File: src/rtl/mem_access_ctrl.sv
// Load/store sequencer in front of the word-only MEMSTAGE RAM.
// Adds sub-word loads/stores (read-modify-write) and misalignment flagging.
module mem_access_ctrl #(
    parameter bit BIG_ENDIAN = 1'b1
) (
    input  logic        clk,
    input  logic        rst_n,
    input  logic        req_valid,
    output logic        req_ready,
    input  logic        req_we,
    input  logic [1:0]  req_size,
    input  logic        req_signed,
    input  logic [31:0] req_addr,
    input  logic [31:0] req_wdata,
    output logic        rsp_valid,
    output logic [31:0] rsp_rdata,
    output logic        rsp_err,
    output logic        MEM_we,
    output logic [31:0] ALU_MEM_addr,
    output logic [31:0] MEM_datain,
    input  logic [31:0] MEM_dout
);

    typedef enum logic [1:0] {IDLE, RD, WR, RESP} state_t;

    state_t      state;
    logic        we_q;
    logic        sgn_q;
    logic [1:0]  size_q;
    logic [31:0] addr_q;
    logic [31:0] wdata_q;
    logic        misaligned;

    function automatic logic [4:0] byte_sh(input logic [1:0] off);
        return BIG_ENDIAN ? {~off, 3'b000} : {off, 3'b000};
    endfunction

    function automatic logic [4:0] half_sh(input logic a1);
        return BIG_ENDIAN ? {~a1, 4'b0000} : {a1, 4'b0000};
    endfunction

    function automatic logic [31:0] extract(
        input logic [31:0] word,
        input logic [1:0]  size,
        input logic        sgn,
        input logic [1:0]  off
    );
        logic [31:0] bl;
        logic [31:0] hl;
        logic [31:0] r;
        bl = word >> byte_sh(off);
        hl = word >> half_sh(off[1]);
        case (size)
            2'b00:   r = {{24{sgn & bl[7]}}, bl[7:0]};
            2'b01:   r = {{16{sgn & hl[15]}}, hl[15:0]};
            default: r = word;
        endcase
        return r;
    endfunction

    // Replace only the addressed lane of the fetched word
    function automatic logic [31:0] merge(
        input logic [31:0] word,
        input logic [31:0] wdata,
        input logic [1:0]  size,
        input logic [1:0]  off
    );
        logic [31:0] mask;
        logic [31:0] ins;
        case (size)
            2'b00: begin
                mask = 32'h0000_00FF << byte_sh(off);
                ins  = {24'h0, wdata[7:0]} << byte_sh(off);
            end
            2'b01: begin
                mask = 32'h0000_FFFF << half_sh(off[1]);
                ins  = {16'h0, wdata[15:0]} << half_sh(off[1]);
            end
            default: begin
                mask = 32'hFFFF_FFFF;
                ins  = wdata;
            end
        endcase
        return (word & ~mask) | (ins & mask);
    endfunction

    assign misaligned = (req_size == 2'b11)
                      | ((req_size == 2'b01) & req_addr[0])
                      | ((req_size == 2'b10) & (req_addr[1:0] != 2'b00));

    assign req_ready    = (state == IDLE);
    assign ALU_MEM_addr = {addr_q[31:2], 2'b00};

    always_ff @(posedge clk or negedge rst_n) begin
        if (!rst_n) begin
            state      <= IDLE;
            we_q       <= 1'b0;
            sgn_q      <= 1'b0;
            size_q     <= 2'b00;
            addr_q     <= 32'h0;
            wdata_q    <= 32'h0;
            rsp_valid  <= 1'b0;
            rsp_rdata  <= 32'h0;
            rsp_err    <= 1'b0;
            MEM_we     <= 1'b0;
            MEM_datain <= 32'h0;
        end else begin
            rsp_valid <= 1'b0;
            MEM_we    <= 1'b0;
            case (state)
                IDLE: begin
                    if (req_valid) begin
                        we_q    <= req_we;
                        sgn_q   <= req_signed;
                        size_q  <= req_size;
                        addr_q  <= req_addr;
                        wdata_q <= req_wdata;
                        if (misaligned) begin
                            state     <= RESP;
                            rsp_valid <= 1'b1;
                            rsp_err   <= 1'b1;
                            rsp_rdata <= 32'h0;
                        end else if (req_we && req_size == 2'b10) begin
                            state      <= WR;
                            MEM_we     <= 1'b1;
                            MEM_datain <= req_wdata;
                        end else begin
                            state <= RD;
                        end
                    end
                end
                RD: begin
                    if (!we_q) begin
                        state     <= RESP;
                        rsp_valid <= 1'b1;
                        rsp_err   <= 1'b0;
                        rsp_rdata <= extract(MEM_dout, size_q, sgn_q,
                                             addr_q[1:0]);
                    end else begin
                        state      <= WR;
                        MEM_we     <= 1'b1;
                        MEM_datain <= merge(MEM_dout, wdata_q, size_q,
                                            addr_q[1:0]);
                    end
                end
                WR: begin
                    state     <= RESP;
                    rsp_valid <= 1'b1;
                    rsp_err   <= 1'b0;
                    rsp_rdata <= 32'h0;
                end
                default: begin
                    state   <= IDLE;
                    rsp_err <= 1'b0;
                end
            endcase
        end
    end

endmodule

File: config.mk
export PLATFORM = sky130hd
export DESIGN_NAME = mem_access_ctrl
export DESIGN_NICKNAME = d
export VERILOG_FILES = /design/src/rtl/mem_access_ctrl.sv
export SDC_FILE = /design/constraint.sdc
export NUM_CORES = 1
export LEC_CHECK = 0
export BUFFER_PORTS_ARGS = -buffer_cell sky130_fd_sc_hd__buf_2
export CORE_MARGIN = 2
export CORE_UTILIZATION = 57
export DETAILED_ROUTE_END_ITERATION = 6
export GPL_TIMING_DRIVEN = 1
export PLACE_DENSITY = 0.88
export SYNTH_ARGS = -nofsm -noshare
export SYNTH_HDL_FRONTEND = slang
export SYNTH_SLANG_ARGS = --single-unit
File: constraint.sdc
create_clock -name clk -period 4.12 [get_ports clk]
set_clock_uncertainty 0.05 [all_clocks]
set_input_delay 0.412 -clock clk [delete_from_list [all_inputs] [get_ports clk]]
set_output_delay 0.412 -clock clk [all_outputs]
set_load 0.02 [all_outputs]
# Word-level counts from Yosys, hierarchy flattened

Index checks and enable logic that the tools add are counted.

Register bits after elaboration: 137
Input port bits: 103
Output and inout bits: 100
Logic and storage cells: 85

Eq/ne operators: 12
Shift operators: 6
Muxes and demuxes: 34
Bitwise operators: 12
Reduce and logical (&&, ||, !) cells: 10

Operators with widths:

| kind                                                                | count |
|---|---|
| 32-bit two-way mux                                                  | 11 |
| 32-bit case mux with 2 select lines                                 | 4 |
| 32-bit case mux with 3 select lines                                 | 1 |
| 32-bit AND                                                          | 2 |
| 32-bit NOT                                                          | 1 |
| 32-bit bitwise OR                                                   | 1 |
| 16-bit by 5-bit left shift with 32-bit output                       | 1 |
| 16-bit by 5-bit left shift with 32-bit output, first input constant | 1 |
| 8-bit by 5-bit left shift with 32-bit output                        | 1 |
| 8-bit by 5-bit left shift with 32-bit output, first input constant  | 1 |
| 32-bit by 5-bit >> shifter with 16-bit output                       | 1 |
| 32-bit by 5-bit >> shifter with 8-bit output                        | 1 |
| 1-bit two-way mux                                                   | 11 |
| 2-bit != test, second input constant                                | 4 |
| 2-bit by 1-bit == test with 1-bit output, second input constant     | 3 |
| 2-bit == test, second input constant                                | 3 |
| 2-bit two-way mux                                                   | 3 |
| 2-bit case mux with 3 select lines                                  | 1 |
| 5-bit AND reduction                                                 | 1 |
| 1-bit AND                                                           | 4 |
| 2-bit logical NOT                                                   | 2 |
| 2-bit by 1-bit != test with 1-bit output, second input constant     | 2 |
| 1-bit case mux with 2 select lines                                  | 2 |
| 4-bit AND reduction                                                 | 1 |
| 9 further kinds                                                     | 11 |

# Logic depth before layout (Yosys ltp)

Depth after elaboration: 10
Gate-level depth with buffers: 9

# Least setup slack after synthesis

No wires, ideal clock.

Path kind: register to register
Start point: register state[0]
End point: register rsp_rdata[16]
Setup time: 0.130 ns
Arrival time: 2.189 ns
Required time: 3.940 ns
Path slack: 1.750 ns
Stages on the path, launching flop included: 9
Path buffers: 2
Cell sequence: dfrtp_1 inv_1 ha_1 clkbuf_2 or4b_2 o2111a_1 clkbuf_1 a22oi_1 o21ai_0

Longest elaborated chain between the ends: 3
Elaborated cells between the ends (all ways): 9

RTL lines:

| what                                                                             | line | source |
|---|---|---|
| from (decl)                                                                      | 26   | `state_t state;` |
| from (signal assigned)                                                           | 96   | `state <= IDLE;` |
| from (signal assigned)                                                           | 119  | `state <= RESP;` |
| from (signal assigned)                                                           | 124  | `state <= WR;` |
| 2-bit logical NOT *                                                              | -    |  |
| named net req_ready                                                              | 9    | `output logic req_ready,` |
| 2-bit by 1-bit != test with 1-bit output (no line), or another cell as far along | -    |  |
| 4-bit AND reduction (no line)                                                    | -    |  |
| to (signal assigned)                                                             | 137  | `rsp_rdata <= extract(MEM_dout, size_q, sgn_q,` |
| to (decl)                                                                        | 16   | `output logic [31:0] rsp_rdata,` |

Mark *: on every way through the listed nets, which the timed path passes. The rest lies on a longest branch.
A chain may end at the register's enable or synchronous reset.

# Final worst setup path

Start point: register state[1]
End point: register MEM_datain[21]

Longest elaborated chain between the ends: 3
Elaborated cells between the ends (all ways): 9

RTL lines:

| what                                                                                 | line | source |
|---|---|---|
| 2-bit by 1-bit == test with 1-bit output / 2-bit logical NOT (equally long branches) | 110  | `case (state)` |
| 2-bit != test (no line), or another cell as far along                                | -    |  |
| 5-bit AND reduction (no line)                                                        | -    |  |
| to (signal assigned)                                                                 | 126  | `MEM_datain <= req_wdata;` |
| to (signal assigned)                                                                 | 142  | `MEM_datain <= merge(MEM_dout, wdata_q, size_q,` |
| to (decl)                                                                            | 20   | `output logic [31:0] MEM_datain,` |

Several ways; a longest one is shown, not always the timed one.

==> results.ini <==
[die]
die_area_mm2 = 0.0138
die_w_um = 118
io_pins = 203
die_height_um = 118
initial_core_util_pct = 58.4
rows = 41
core_mm2 = 0.0126

[critical_path]
timing_worst_setup_path_type = flop to flop
cp-end-kind = flop
crit_path_start = state[1]
ff2ff_path_depth = 7
crit_path_end = MEM_datain[21]
reg2reg_to = MEM_datain[21]
ff2ff_setup_slack_ns = 0.96
critPathArrivalTime_ns = 3.47
r2r-start = state[1]
start_kind = flop
path_max_fanout = 18
required_ns = 4.43

[synth]
synth_edf_count = 0
synth.cell_area_mm2 = 0.00736
ys.flop_type = dfrtp_1
synth_area_leaders = dfrtp_1, mux2_2, buf_4
yosysTopAreaCellShare_pct = 46.6
synthCells = 711
ys_warn_count = 0
yosysTopAreaCell = dfrtp_1
async_reset_ff_share_pct = 100
yosys.cell_types.count = 58
avgSynthCellArea_um2 = 10.4
ys_ff_latch = 137
ys_seq_area_share_pct = 46.6

[sta]
hold_violations = 0
setup_viol_count_final = 0
hold_ws_ns = 0.166
finalSetupTns_ns = 0
max_slew_margin_pct = 27.4
worstMarginPinSlew_ns = 1.08
min_period_ns = 3.16
max_freq_mhz = 316
slew_violations = 0
min_period_over_period_pct = 76.7
rsz0062_at_grt = no
fin_ws_ns = 0.959

[cells_and_area]
seqCellArea_mm2 = 0.00343
n_fill_cell = 969
layout-drive-gt1-share_pct = 38.8
fin_util_pct = 69.7
stdcell_count = 1036
area_growth_pct = 19.5
design_area_mm2 = 0.00880
nets = 960
n_antenna_cell = 0
mostFrequentLayoutCells = buf_2, dfrtp_1, mux2_2
layout_commonest_cell = buf_2
multi_input_area_mm2 = 0.00336

[global_routing]
grt_max_degree = 75
grt-ovfl-total = 0
grt_pass1_vias = 6181
grt_usage_pct = 30.7
antenna_found_initial = 0
grt_first_pass_wirelength_um = 33200

[place]
place_ws_ns = 1.06
numPortBuffers = 200
dpl.hpwl_um = 15300
place_area_mm2 = 0.00822
place_congestion = 0.983
dp.cells = 1005

[cts]
numCtsBuffers = 17
clk_path_buf_depth = 2
path_clk_slew_ns = 0.06
root_buffer = clkbuf_16
postCtsSetupBuffers = 0
cts_tree = done
cts_resized = 0
clkLatencyLatePin_ns = 0.43
cts_max_level = 4
holdBufCountCts = 1
cts.sinks = 137

[detailed_routing]
vias_per_cell = 6.27
routed_wl_um = 21500
dr.pass1.iters = 7
vias = 6498
wl_per_cell_um = 20.7
drt_drc_violations_left = 0
drtAntennaViolNets = 0
dr.first_iter.drc_count = 811

[power]
power.total_mw = 8.29
vdd_drop_max_mv = 0.475
p_leak_nw = 4.12
power_density_mw_per_mm2 = 942

[job]
maxCapViolations = 0

[min_path]
hold_class = input port to flop

[outcome]
status = completed

[registers in the layout, indices dropped and copies added, names as in the netlist]
name,count
state,2
MEM_datain,32
rsp_rdata,32
rsp_valid,1
rsp_err,1
addr_q,32
wdata_q,32
size_q,2
we_q,1
sgn_q,1
MEM_we,1
[area by class of cell]
type / instances / area share (%)
inverters: 25 / 1.07
multi-input cells: 457 / 38.2
repair buffers: 215 / 12.9
clock inverters: 8 / 1.09
clock buffers: 22 / 5.39
flip-flops and latches: 137 / 39.0
well taps: 172 / 2.45
[where the power goes]
part           internal, mW  leakage, nW  switching (mW)  total (mW)
Sequential             2.02         1.69           0.503        2.52
Clock                 0.927        0.282           0.558        1.48
Combinational          1.71         2.15            2.57        4.28
[cells in the mapped netlist, types with 3 or more instances]
cell,count
o221ai_1,9
nor2b_1,15
ha_1,4
a221oi_1,7
a41oi_1,8
dfrtp_1,137
o32a_1,8
nor4_1,8
mux2_4,9
nand2b_1,4
a2bb2oi_1,4
o21ai_0,45
a22o_1,7
o22ai_1,8
a22oi_1,19
inv_1,25
nand4_1,7
a221o_1,4
clkbuf_2,3
a21o_1,10
mux2i_1,5
a311oi_1,3
nor3_1,11
and4_1,4
mux2_2,73
buf_1,16
o211ai_1,7
buf_2,9
clkbuf_1,31
a21oi_1,9
buf_4,32
a211oi_1,8
a222oi_1,3
a32o_1,14
nand3_1,20
nand2_1,48
nor2_1,50
[worst min-delay path by stage]
stage | startpoint | end | depth (start not counted)
2_1_floorplan | rst_n | MEM_datain[0] | 0
3_3_place_gp | rsp_rdata[8] | rsp_rdata[8] | 2
3_5_place_dp | rsp_rdata[8] | rsp_rdata[8] | 2
4_1_cts | req_addr[31] | addr_q[31] | 2
5_1_grt | req_addr[31] | addr_q[31] | 2
6_report | req_addr[28] | addr_q[28] | 2
[critical path, cell delays in order (launching register included)]
cell	delay (ns)
dfrtp_1	0.42
inv_1	0.10
ha_1	0.52
inv_1	0.26
a41oi_4	0.54
or3_1	0.71
buf_4	0.33
a32o_1	0.16
[cells by family (layout without fill, tap and decap cells)]
family	after synthesis	in the layout	share of synthesized area [%]
AO/OA/AOI/OAI	186	186	19.0
AND/OR/NAND/NOR	177	177	11.7
flip-flops	137	137	46.6
buffers and inverters	118	270	8.05
multiplexers	88	88	14.0
adder cells (fa/ha/maj)	4	4	0.680
other	1	2	0.0509
[layer usage]
metal / track usage [%] / vias to the layer above / wire length (um)
met1: 40.0 / 3133 / 8660
li1: - / 2884 / -
met2: 47.7 / 412 / 9950
met3: 8.91 / 69 / 2060
met4: 13.7 / 0 / 823
met5: 0 / - / 0
(Power assumes the default switching activity.)
